--- src/rtl/mips_ctrl_pkg.sv ---
// mips_ctrl_pkg
// Shared definitions for the multicycle MIPS control path:
//   - FSM state encoding
//   - opcode / funct constants
//   - pc_src and alu_src_b encodings
//   - instruction legality helpers
// Optional feature macro: BRANCH_EXT_EN enables blez, bgtz, bltz and bgez.
// Without it, those opcodes are treated as undecodable.
package mips_ctrl_pkg;

  typedef enum logic [2:0] {
    IDLE   = 3'd0,
    FETCH  = 3'd1,
    DECODE = 3'd2,
    EXEC   = 3'd3,
    MEM    = 3'd4,
    WB     = 3'd5
  } state_t;

  localparam logic [5:0] OP_RTYPE  = 6'h00;
  localparam logic [5:0] OP_REGIMM = 6'h01;
  localparam logic [5:0] OP_J      = 6'h02;
  localparam logic [5:0] OP_BEQ    = 6'h04;
  localparam logic [5:0] OP_BNE    = 6'h05;
  localparam logic [5:0] OP_BLEZ   = 6'h06;
  localparam logic [5:0] OP_BGTZ   = 6'h07;
  localparam logic [5:0] OP_LW     = 6'h23;
  localparam logic [5:0] OP_SW     = 6'h2b;
  localparam logic [5:0] FN_JR     = 6'h08;

  // Opcode presented to the ALU for PC+4 and branch-target adds.
  localparam logic [5:0] ALU_OP_ADDU = 6'h09;

  localparam logic [1:0] PC_SRC_ALU    = 2'd0;
  localparam logic [1:0] PC_SRC_ALUOUT = 2'd1;
  localparam logic [1:0] PC_SRC_JUMP   = 2'd2;
  localparam logic [1:0] PC_SRC_REG_A  = 2'd3;

  localparam logic [1:0] SRC_B_REG     = 2'd0;
  localparam logic [1:0] SRC_B_FOUR    = 2'd1;
  localparam logic [1:0] SRC_B_IMM     = 2'd2;
  localparam logic [1:0] SRC_B_IMM_SH2 = 2'd3;

`ifdef BRANCH_EXT_EN
  localparam bit BRANCH_EXT = 1'b1;
`else
  localparam bit BRANCH_EXT = 1'b0;
`endif

  function automatic logic funct_supported(input logic [5:0] funct);
    return funct inside {6'h00, [6'h02:6'h04], [6'h06:6'h08],
                         [6'h20:6'h27], 6'h2a, 6'h2b};
  endfunction

  // I-type ALU ops occupy 0x08..0x0f.
  function automatic logic is_itype_alu(input logic [5:0] op);
    return op[5:3] == 3'b001;
  endfunction

  function automatic logic op_legal(input logic [5:0] op, input logic [5:0] funct,
                                    input logic [4:0] rt);
    logic ok;
    ok = 1'b0;
    case (op)
      OP_RTYPE:           ok = funct_supported(funct);
      OP_J, OP_BEQ, OP_BNE,
      OP_LW, OP_SW:       ok = 1'b1;
      OP_BLEZ, OP_BGTZ:   ok = BRANCH_EXT;
      OP_REGIMM:          ok = BRANCH_EXT && (rt < 5'd2);
      default:            ok = is_itype_alu(op);
    endcase
    return ok;
  endfunction

endpackage

--- src/rtl/mips_branch_eval.sv ---
// mips_branch_eval
// Combinational branch-condition evaluation.
// Ports:
//   op, rt                         - instruction fields selecting the condition
//   gtz, ne, eq, gez, lez, ltz     - ALU compare flags
//   taken                          - branch condition true
// Extended branches (blez/bgtz/bltz/bgez) only resolve when BRANCH_EXT_EN
// is defined; otherwise they never report taken.
module mips_branch_eval
  import mips_ctrl_pkg::*;
(
  input  logic [5:0] op,
  input  logic [4:0] rt,
  input  logic       gtz,
  input  logic       ne,
  input  logic       eq,
  input  logic       gez,
  input  logic       lez,
  input  logic       ltz,
  output logic       taken
);

  always_comb begin
    taken = 1'b0;
    case (op)
      OP_BEQ:    taken = eq;
      OP_BNE:    taken = ne;
      OP_BLEZ:   taken = BRANCH_EXT && lez;
      OP_BGTZ:   taken = BRANCH_EXT && gtz;
      // REGIMM: rt=0 is bltz, rt=1 is bgez; other rt values never reach EXEC.
      OP_REGIMM: taken = BRANCH_EXT && ((rt == 5'd0) ? ltz : ((rt == 5'd1) && gez));
      default:   taken = 1'b0;
    endcase
  end

endmodule

--- src/rtl/mips_multicycle_ctrl.sv ---
// mips_multicycle_ctrl
// Multicycle MIPS control FSM: IDLE, FETCH, DECODE, EXEC, MEM, WB.
// Outputs are decoded from the current state and the live op/funct/rt
// fields; FETCH and MEM also react to mem_ack in the same cycle.
// Ports:
//   clk, rst_n (async, active-low)
//   op, funct, rt            - instruction fields
//   gtz..ltz                 - ALU compare flags for branches
//   mem_ack                  - memory transfer complete
//   mem_req, mem_we, iord    - memory interface control
//   ir_write, pc_write, pc_src
//   alu_opcode, alu_funct, alu_src_a, alu_src_b
//   reg_write, reg_dst, mem_to_reg
//   illegal                  - one-cycle pulse for undecodable instructions
// Optional feature macro: BRANCH_EXT_EN (extended branches).
module mips_multicycle_ctrl
  import mips_ctrl_pkg::*;
(
  input  logic       clk,
  input  logic       rst_n,
  input  logic [5:0] op,
  input  logic [5:0] funct,
  input  logic [4:0] rt,
  input  logic       gtz,
  input  logic       ne,
  input  logic       eq,
  input  logic       gez,
  input  logic       lez,
  input  logic       ltz,
  input  logic       mem_ack,
  output logic       mem_req,
  output logic       mem_we,
  output logic       iord,
  output logic       ir_write,
  output logic       pc_write,
  output logic [1:0] pc_src,
  output logic [5:0] alu_opcode,
  output logic [5:0] alu_funct,
  output logic       alu_src_a,
  output logic [1:0] alu_src_b,
  output logic       reg_write,
  output logic       reg_dst,
  output logic       mem_to_reg,
  output logic       illegal
);

  state_t state_reg, state_next;
  logic   branch_taken;

  mips_branch_eval u_branch_eval (
    .op    (op),
    .rt    (rt),
    .gtz   (gtz),
    .ne    (ne),
    .eq    (eq),
    .gez   (gez),
    .lez   (lez),
    .ltz   (ltz),
    .taken (branch_taken)
  );

  // Reset drops straight to IDLE, whose decode is all zeros, so outputs
  // clear without waiting for an edge and any in-flight transfer is abandoned.
  always_ff @(posedge clk or negedge rst_n) begin
    if (!rst_n) state_reg <= IDLE;
    else        state_reg <= state_next;
  end

  always_comb begin
    state_next = state_reg;
    mem_req    = 1'b0;
    mem_we     = 1'b0;
    iord       = 1'b0;
    ir_write   = 1'b0;
    pc_write   = 1'b0;
    pc_src     = PC_SRC_ALU;
    alu_opcode = 6'h00;
    alu_funct  = 6'h00;
    alu_src_a  = 1'b0;
    alu_src_b  = SRC_B_REG;
    reg_write  = 1'b0;
    reg_dst    = 1'b0;
    mem_to_reg = 1'b0;
    illegal    = 1'b0;
    case (state_reg)
      IDLE: state_next = FETCH;
      FETCH: begin
        // ALU computes PC+4 while the instruction is read.
        mem_req    = 1'b1;
        alu_src_b  = SRC_B_FOUR;
        alu_opcode = ALU_OP_ADDU;
        if (mem_ack) begin
          ir_write   = 1'b1;
          pc_write   = 1'b1;
          pc_src     = PC_SRC_ALU;
          state_next = DECODE;
        end
      end
      DECODE: begin
        // Speculatively compute the branch target into ALUOut.
        alu_src_b  = SRC_B_IMM_SH2;
        alu_opcode = ALU_OP_ADDU;
        if (op == OP_J) begin
          pc_write   = 1'b1;
          pc_src     = PC_SRC_JUMP;
          state_next = FETCH;
        end else if (!op_legal(op, funct, rt)) begin
          illegal    = 1'b1;
          state_next = FETCH;
        end else begin
          state_next = EXEC;
        end
      end
      EXEC: begin
        alu_src_a = 1'b1;
        if (op == OP_RTYPE && funct == FN_JR) begin
          pc_write   = 1'b1;
          pc_src     = PC_SRC_REG_A;
          state_next = FETCH;
        end else if (op == OP_RTYPE) begin
          alu_opcode = op;
          alu_funct  = funct;
          alu_src_b  = SRC_B_REG;
          state_next = WB;
        end else if (is_itype_alu(op)) begin
          alu_opcode = op;
          alu_src_b  = SRC_B_IMM;
          state_next = WB;
        end else if (op == OP_LW || op == OP_SW) begin
          alu_opcode = op;
          alu_src_b  = SRC_B_IMM;
          state_next = MEM;
        end else begin
          // Only legal branches remain at this point.
          alu_opcode = op;
          alu_src_b  = SRC_B_REG;
          pc_src     = PC_SRC_ALUOUT;
          pc_write   = branch_taken;
          state_next = FETCH;
        end
      end
      MEM: begin
        mem_req = 1'b1;
        iord    = 1'b1;
        mem_we  = (op == OP_SW);
        if (mem_ack) state_next = (op == OP_SW) ? FETCH : WB;
      end
      WB: begin
        reg_write  = 1'b1;
        reg_dst    = (op == OP_RTYPE);
        mem_to_reg = (op == OP_LW);
        state_next = FETCH;
      end
      default: state_next = IDLE;
    endcase
  end

endmodule

--- config.mk ---
export PLATFORM = sky130hd
export DESIGN_NAME = mips_multicycle_ctrl
export DESIGN_NICKNAME = d
export VERILOG_FILES = /design/src/rtl/mips_ctrl_pkg.sv /design/src/rtl/mips_branch_eval.sv /design/src/rtl/mips_multicycle_ctrl.sv
export SDC_FILE = /design/constraint.sdc
export NUM_CORES = 1
export LEC_CHECK = 0
export BUFFER_PORTS_ARGS = -buffer_cell sky130_fd_sc_hd__buf_2
export CAP_MARGIN = 20
export CORE_UTILIZATION = 32
export CTS_CLUSTER_SIZE = 8
export DETAILED_ROUTE_END_ITERATION = 12
export PLACE_DENSITY_LB_ADDON = 0.3
export REMOVE_ABC_BUFFERS = 1
export SLEW_MARGIN = 20
export SYNTH_ARGS = -nofsm -noshare
export SYNTH_HDL_FRONTEND = slang
export SYNTH_SLANG_ARGS = --single-unit
--- constraint.sdc ---
create_clock -name clk -period 2.1 [get_ports clk]
set_input_delay 0.525 -clock clk [delete_from_list [all_inputs] [get_ports clk]]
set_output_delay 0.525 -clock clk [all_outputs]
set_load 0.005 [all_outputs]
==> results of run 1 <==
## cells by family (layout without fill, tap and decap cells)
group	count (synthesis)	in the layout	synth area share
XOR/XNOR	4	4	0.06279
AO/OA/AOI/OAI	18	18	0.2153
AND/OR/NAND/NOR	48	48	0.5067
flip-flops	3	3	0.1345
buffers and inverters	11	80	0.08071
## layer usage
metal,vias to the layer above,global-route usage,share of wire
li1,429,-,-
met1,381,0.2675,0.42
met2,36,0.3851,0.53
met3,2,0.01250,0.043
met4,0,0.05625,0.0088
met5,-,0,0
## timing repair
item,CTS,global route
hold endpoints to repair,0,0
buffers inserted,1,4
endpoints found under the setup margin,12,18
pin swaps,6,10
gates resized for setup,16,16
## worst register-to-register path: stages (launching register included)
cell                      delay (ns)
sky130_fd_sc_hd__dfrtp_1        0.40
sky130_fd_sc_hd__buf_4          0.18
sky130_fd_sc_hd__nor4b_1        0.42
sky130_fd_sc_hd__buf_4          0.19
sky130_fd_sc_hd__a31o_2         0.09
## worst paths after layout
check	start	endpoint	cells past startpoint	slack, ns
max in group asynchronous	rst_n	state_reg[2]	1	1.92
setup / recovery	op[5]	reg_dst	7	-0.37
setup reg to reg	state_reg[1]	state_reg[1]	4	0.77
min in group clk	state_reg[0]	state_reg[0]	2	0.64
hold / removal	rst_n	state_reg[0]	1	0.07
hold reg to reg	state_reg[0]	state_reg[0]	2	0.64
## through the flow
step,hold WS (ns),area (µm²),setup WS (ns),setup TNS (ns),total power [µW]
after CTS,0.07104,1039,-0.3186,-3.025,512.4
after global routing,0.07319,1124,-0.3997,-3.712,575.3
final,0.07252,1124,-0.3695,-3.452,532.1
after floorplan,0.2294,539.3,-0.1034,-0.5789,225.0
after detailed placement,0.3206,942.2,-0.3848,-3.787,392.2
after global placement,0.3190,942.2,-0.3697,-3.554,386.2
## placed cells by master, fill, tap and decap left out, types with 2 or more instances in the layout
cell and n:
sky130_fd_sc_hd__buf_2 37, sky130_fd_sc_hd__buf_4 25, sky130_fd_sc_hd__nor2_1 14, sky130_fd_sc_hd__and2_1 6, sky130_fd_sc_hd__inv_1 5, sky130_fd_sc_hd__buf_6 5
sky130_fd_sc_hd__or4_4 3, sky130_fd_sc_hd__a21oi_1 3, sky130_fd_sc_hd__clkbuf_4 3, sky130_fd_sc_hd__dfrtp_1 3, sky130_fd_sc_hd__or2_4 2, sky130_fd_sc_hd__xnor2_1 2
sky130_fd_sc_hd__a21o_1 2, sky130_fd_sc_hd__and2_4 2, sky130_fd_sc_hd__nor4b_1 2, sky130_fd_sc_hd__nand3_1 2, sky130_fd_sc_hd__nand2b_1 2, sky130_fd_sc_hd__a21oi_2 2
sky130_fd_sc_hd__nor3_2 2, sky130_fd_sc_hd__xor2_1 2, sky130_fd_sc_hd__o21ai_0 2, sky130_fd_sc_hd__a31o_2 2, sky130_fd_sc_hd__buf_8 2
## Yosys cell counts (2+ instances only)
master,count
sky130_fd_sc_hd__o21ai_0,3
sky130_fd_sc_hd__xnor2_1,2
sky130_fd_sc_hd__nand2b_1,2
sky130_fd_sc_hd__nor3b_1,2
sky130_fd_sc_hd__dfrtp_1,3
sky130_fd_sc_hd__nor2_1,15
sky130_fd_sc_hd__a21o_1,2
sky130_fd_sc_hd__nand3_1,2
sky130_fd_sc_hd__nand2_1,2
sky130_fd_sc_hd__inv_1,7
sky130_fd_sc_hd__nor3_1,2
sky130_fd_sc_hd__and2_1,8
sky130_fd_sc_hd__nor4b_1,2
sky130_fd_sc_hd__a21oi_1,5
sky130_fd_sc_hd__xor2_1,2
sky130_fd_sc_hd__or4_1,2
sky130_fd_sc_hd__buf_2,3
sky130_fd_sc_hd__and3_1,2
sky130_fd_sc_hd__a31o_2,2
## cell type report
type                    count  area share
flip-flops and latches      3     0.06682
clock buffers               4     0.02339
well taps                  16     0.01782
inverters                   7     0.02673
multi-input cells          70      0.4566
repair buffers             69      0.4087
## power groups by stage
stage	sequential [µW]	clock, µW	combinational (µW)
4_1_cts	75.7	104	333
3_3_place_gp	76.0	0	310
5_1_grt	76.2	112	387
6_report	75.4	102	355
3_5_place_dp	76.5	0	316
2_1_floorplan	90.8	0	134
==> run summary, run 1 <==
For this run the aggregate overflow at the end of global routing stands at 0. In the routed layout, each cell is associated on average with a via count of 5.018. The run gives 848 as the vias after detailed routing. TritonCTS built the clock tree.

Antenna cell count: 0. Largest area contributor in the netlist: sky130_fd_sc_hd__dfrtp_1. The final layout contains 180 nets. The worst-case headroom to the max-slew limit came out at 0.7160. The floorplan die height was 43.76 µm.

The post-synthesis cell count came out at 84. Start-to-end type of the worst setup path: in -> out. After filler insertion, the fill cell instance count of the layout stands at 123. The share of power burned in combinational logic was 0.667. In this run the standard cell core region covers 1559 µm². Entering global routing, the biggest net connects 10 pins.

The fraction of registers with async set or reset after synthesis was 1.000. The number of synthesized flops with an enable pin was 0; the highest cell delay on the worst timing path was 0.47 ns. After detailed routing, the total wire length is 2171 µm. The clock share of power is 0.192, and the total instance count after detailed placement is 161. The number of clock buffers added by TritonCTS is 3. The run gives 513.0 µm² as the footprint of the multi-input gates.

Summed over all nets, the half-perimeter wirelength after detailed placement is 1462 µm. Once detail routing completed, the nets flagged for antenna violations numbered 0. The final-report max-slew violation count is 0. The count of input and output buffers works out to 42. Relative to the synthesized area, the layout overhead comes to 101.3%. Ranked by total cell area, the synthesized netlist is headed by sky130_fd_sc_hd__dfrtp_1, sky130_fd_sc_hd__nor2_1, sky130_fd_sc_hd__and2_1.

Setup repair after global routing could not meet its margin everywhere. At the pin with the least slew margin, the transition time is 0.4201 ns. After floorplanning, the core was divided into 14 placement rows.

The wire length per cell after detailed routing was 12.85 µm. The cell class contributing the biggest share of worst-path delay was simple AND/OR/NAND/NOR gates. The congestion estimate from routability-driven global placement came to 0.8096.

The largest fanout on the critical path was 4; the fmax was 0.4049 GHz. The arrival time of data at the critical path endpoint came out at 1.94 ns. In this run, synthesis produced a sequential element count of 3. Summing every instance area after synthesis gives 558.0 µm². The clock arrives with 0.005379 ns of skew.

The proportion of synthesized chip area in sequential cells came out at 0.1345. In this run the power spent charging and discharging nets is 208.4 µW. For this design the static power due to leakage is 0.0005966 µW. The first global-routing pass estimated 3077 µm of wire. Share of the clock period used by the worst path after layout: 1.176. The relative contribution of sequential cells to total power was 0.142; the share of final-layout standard cells stronger than drive strength 1 was 0.6340. For this design, the slowest cell found on the critical path is sky130_fd_sc_hd__or4_4.

The x dimension of the die came out at 43.76 µm. Traced cell by cell, the critical path runs through buf_8 -> or3_4 -> or4_4 -> buf_4 -> buf_6 -> nor2_1 -> buf_2. VDD sags by at most 0.2488 mV. For this design, the CTS-stage hold fixing added 0 buffers. The die covers 1915 µm². Number of optimization iterations in the first detailed-route pass: 8.

The clock network latency to the later pin of the worst-skew pair is 0.24 ns, and the deepest clock path buffer count is 2. Number of endpoints with negative hold slack in the final report: 0. The number of global-route vias before repair is 719. The internal power of the cells totals 323.7 µW.

The tree is rooted in a sky130_fd_sc_hd__clkbuf_4. Max-cap violations in this run came to 0. Summing all flip-flop and latch instances after layout gives 75.07 µm². The tools report the initial standard-cell utilization of the core as 0.3579. The flip-flop count of the largest register after layout is 3. The run gives 0.2120 as the overall fraction of global-route tracks in use. The clock drives 3 sinks. For the number of H-tree levels, the log shows 1. In this run the count of I/O pins placed on the die edge is 52.

At the worst endpoint, the required time is 1.57 ns. For this block, the initial DRC count from the detailed router was 21. STA classifies the critical path startpoint as an input port.

The total DRC errors in the routed layout is 4. For this run, the leading register cell type out of synthesis is sky130_fd_sc_hd__dfrtp_1. Initial antenna violation count: 0. The routed design could run at a clock period as short as 2.469 ns. The number of distinct library cell variants in the gate-level netlist after synthesis is 35.

The worst setup path is captured at an output pin. The share of the core filled with cells was 0.7207. Setup violations remaining at the end of the flow were counted as 11. The flow ran to the end, but the final reports show violations.

The number of buffers and inverters on the critical path is 4. The register clock-pin slew on the reported worst setup and hold paths is 0.04 ns. Path class of the lowest-slack min-delay path: in -> async.

The tools report the Yosys warning count as 0. The final reports fail on design-rule violations, negative setup slack. Excluding fillers, the count of instances in the completed layout stands at 169. The switching share of power was 0.3917; the total power density per cell area was 473.6 nW/µm². The synthesized area divided by synthesized cell count works out to 6.643 µm².

The least setup slack across all paths after layout came out at -0.3695 ns. The area share of the largest cell type after synthesis was 0.1345.
No activity file was read; power rests on OpenSTA's default activity.
==> run 2: changes to the inputs <==
==> constraint.sdc (replaced) <==
create_clock -name clk -period 2.1 [get_ports clk]
set_input_delay 0.525 -clock clk [delete_from_list [all_inputs] [get_ports clk]]
set_output_delay 0.525 -clock clk [all_outputs]
set_load 0.05 [all_outputs]
==> run 2 against run 1 <==
Against the previous run: the flow still finishes with violations (design-rule violations, negative setup slack); clock skew rose by 0.0017 ns; core utilization rose by 13 points; global-route usage rose by 6.9 points; flip-flop and latch count did not move; setup slack got worse by 0.093 ns; fmax fell by 3.6%.
==> run summary, run 2 (synthesized netlist as in run 1, its figures left out) <==
The pin count of the biggest net entering global routing came out at 10 (unchanged). Number of fill cells: 79 (-36%). For the placer congestion estimate, the log shows 0.7869 (-2.8%). The tools report the arrival time of data at the critical path endpoint as 2.04 ns (+0.10 ns). The run gives -4.327 ns (-0.8746 ns) as the sum of negative setup slack.

The deepest clock path buffer count was 2 (unchanged); the floorplan die height was 43.76 µm (unchanged). The number of endpoints with negative hold slack in the final report is 0 (unchanged), and the global routing usage on met1 is 0.3000 (+0.03250). The flip-flop count of the largest register after layout came out at 3 (unchanged). Met2 routing resource usage after global routing: 0.5194 (+0.1343).

Sort of element at the start of the critical path: an input port. The flow ran to the end, but the final reports show violations. The library cells used most frequently in the layout, excluding fill and tap cells, are sky130_fd_sc_hd__buf_4, sky130_fd_sc_hd__buf_2, sky130_fd_sc_hd__buf_6.

The tools report the total DRC errors in the routed layout as 3 (-1). The critical path is of the in -> out type. The run gives 0 (unchanged) as the antenna cell count.

The hold buffer count at CTS came out at 0 (unchanged). Number of vias per cell after detailed routing: 5.360 (+6.8%). The global routing stage identified its most utilized layer as met2. The clock network latency to the later pin of the worst-skew pair is 0.24 ns (about the same). The wire length of the first global-routing pass is 3946 µm (+28%). The share of final-layout standard cells stronger than drive strength 1 was 0.6792 (+0.04526); the overall fraction of global-route tracks in use was 0.2812 (+0.06923). The tools report the I/O pin count as 52 (unchanged). The logs give 1559 µm² (unchanged) for the area of the core and 0 (unchanged) for the initial antenna violation count.

The number of global-route vias before repair was 927 (+29%); the final setup violation count was 11 (unchanged). The vias after detailed routing is 938 (+11%). For the total instance count after detailed placement, the log shows 167 (+3.7%). The share of the clock period used by the worst path after layout is 1.220 (+0.04429), and the total CTS buffers is 3 (unchanged). The growth of design area from synthesis to finish works out to 138.1%. Final instance count without filler cells: 175 (+3.6%).

The number of routed nets with antenna violations is 0 (unchanged). The measured slew at the worst slew-check pin was 0.3291 ns (-0.09100 ns); the fmax was 0.3902 GHz (-3.6%). The tools report the worst hold slack as 0.06437 ns (-0.008150 ns).

The die footprint was 1915 µm² (unchanged); the largest fanout on the critical path was 4 (unchanged). The x dimension of the die is 43.76 µm (unchanged), and the cell count of the worst reg-to-reg path is 4 (unchanged). The tools report the worst clock skew as 0.007108 ns (+0.001729 ns). CTS placed an instance of sky130_fd_sc_hd__clkbuf_4 at the clock tree root. The total routed wirelength was 2872 µm (+32%). The wire length per cell after detailed routing came out at 16.41 µm (+28%).

The number of H-tree levels is 1 (unchanged). The run gives 0.7800 (+0.06394) as the worst-case headroom to the max-slew limit. TritonCTS built the clock tree. The worst slack at placement was -0.5106 ns (-0.1258 ns). Setup repair after global routing could not meet its margin everywhere. The logs give 0 (unchanged) for the final-report max-slew violation count and 186 (+3.3%) for the number of nets in the layout. Floorplan row count: 14 (unchanged). STA classifies the critical path endpoint as an output pin. The total leakage power is 0.0006762 µW (+13%), and the data required time at the worst endpoint is 1.57 ns (about the same). The tightest min-delay check is of the in -> async type.

The count of input and output buffers was 42 (unchanged); the met3 track utilization from global routing was 0.03750 (+0.02500). The total power density per cell area is 654.1 nW/µm² (+38%), and the remaining global-route overflow is 0 (unchanged). The tools report the capture point of the worst reg-to-reg path as state_reg[1].

The tools report the peak supply drop as 0.4508 mV (+81%). The initial standard-cell utilization of the core was 0.3579 (unchanged); the minimum clock period was 2.563 ns (+0.09301 ns). Leaving out fill and tap cells, the most frequent cell in the layout is sky130_fd_sc_hd__buf_4. The run gives 0.88 ns (+0.11 ns) as the register-to-register setup slack.

The total number of clock tree sinks was 3 (unchanged). The tools report the number of violations reported at the end of detailed-routing iteration 0 as 20 (-4.8%). The register clock-pin slew on the reported worst setup and hold paths was 0.04 ns (about the same). The checks that failed: design-rule violations, negative setup slack. In this run the critical register-to-register path is launched from state_reg[1].

The run gives 1461 µm (about the same) as the post-detailed-placement half-perimeter wirelength. For the number of optimization iterations in the first detailed-route pass, the log shows 8 (unchanged). The least setup slack across all paths after layout was -0.4625 ns (-0.09302 ns). For the number of maximum-capacitance violations, the log shows 0 (unchanged).
==> run 2: area by class of cell <==
type                       count  area [µm²]  area share
multi-input combinational     70       541.8      0.4077
clock buffer                   4       26.28     0.01977
inverter                       7       31.28     0.02354
timing repair buffer          75       634.4      0.4774
tap                           16       20.02     0.01507
sequential                     3       75.07     0.05650
==> run 2: report_power, final <==
part | total, µW | switching, µW | internal, µW | leakage, µW
combinational | 687 | 440 | 247 | 0.000624
sequential | 75.3 | 7.16 | 68.1 | 0.0000370
clock | 107 | 35.3 | 71.6 | 0.0000150
==> run 2: worst max-delay path by stage <==
stage / start / endpoint / slack, ns
2_1_floorplan: state_reg[0] / pc_write / -1.56
6_report: op[5] / pc_src[1] / -0.46
4_1_cts: op[5] / pc_src[1] / -0.43
5_1_grt: op[5] / pc_src[1] / -0.52
3_5_place_dp: op[5] / pc_src[1] / -0.51
3_3_place_gp: op[5] / pc_write / -0.51
==> run 2: per-stage QoR <==
stage,utilization,area (µm²),total power [µW]
after floorplan,-,539.3,462.2
after global placement,0.6332,987.2,634.0
after detailed placement,0.6332,987.2,641.3
after CTS,0.7873,1227,810.0
after global routing,0.8523,1329,905.6
final,0.8523,1329,869.1
==> run 2: worst max-delay path, stage by stage <==
cell and delay (ns):
sky130_fd_sc_hd__buf_6 0.10, sky130_fd_sc_hd__or3_4 0.38, sky130_fd_sc_hd__or4_4 0.48, sky130_fd_sc_hd__nor3_4 0.18, sky130_fd_sc_hd__nor2_1 0.06, sky130_fd_sc_hd__nor2_1 0.13
sky130_fd_sc_hd__buf_6 0.17
==> run 2: timing repair <==
| action | in CTS | in global routing |
|---|---|---|
| endpoints found under the setup margin | 21 | 21 |
| resized for setup | 60 | 23 |
| buffers inserted | 2 | 3 |
| pin swaps | 10 | 10 |
==> run 2: metal layers <==
metal | share of wire | routed length [µm]
met1 | 0.39 | 1117
met2 | 0.52 | 1489
met3 | 0.058 | 167
met4 | 0.034 | 97
met5 | 0 | 0
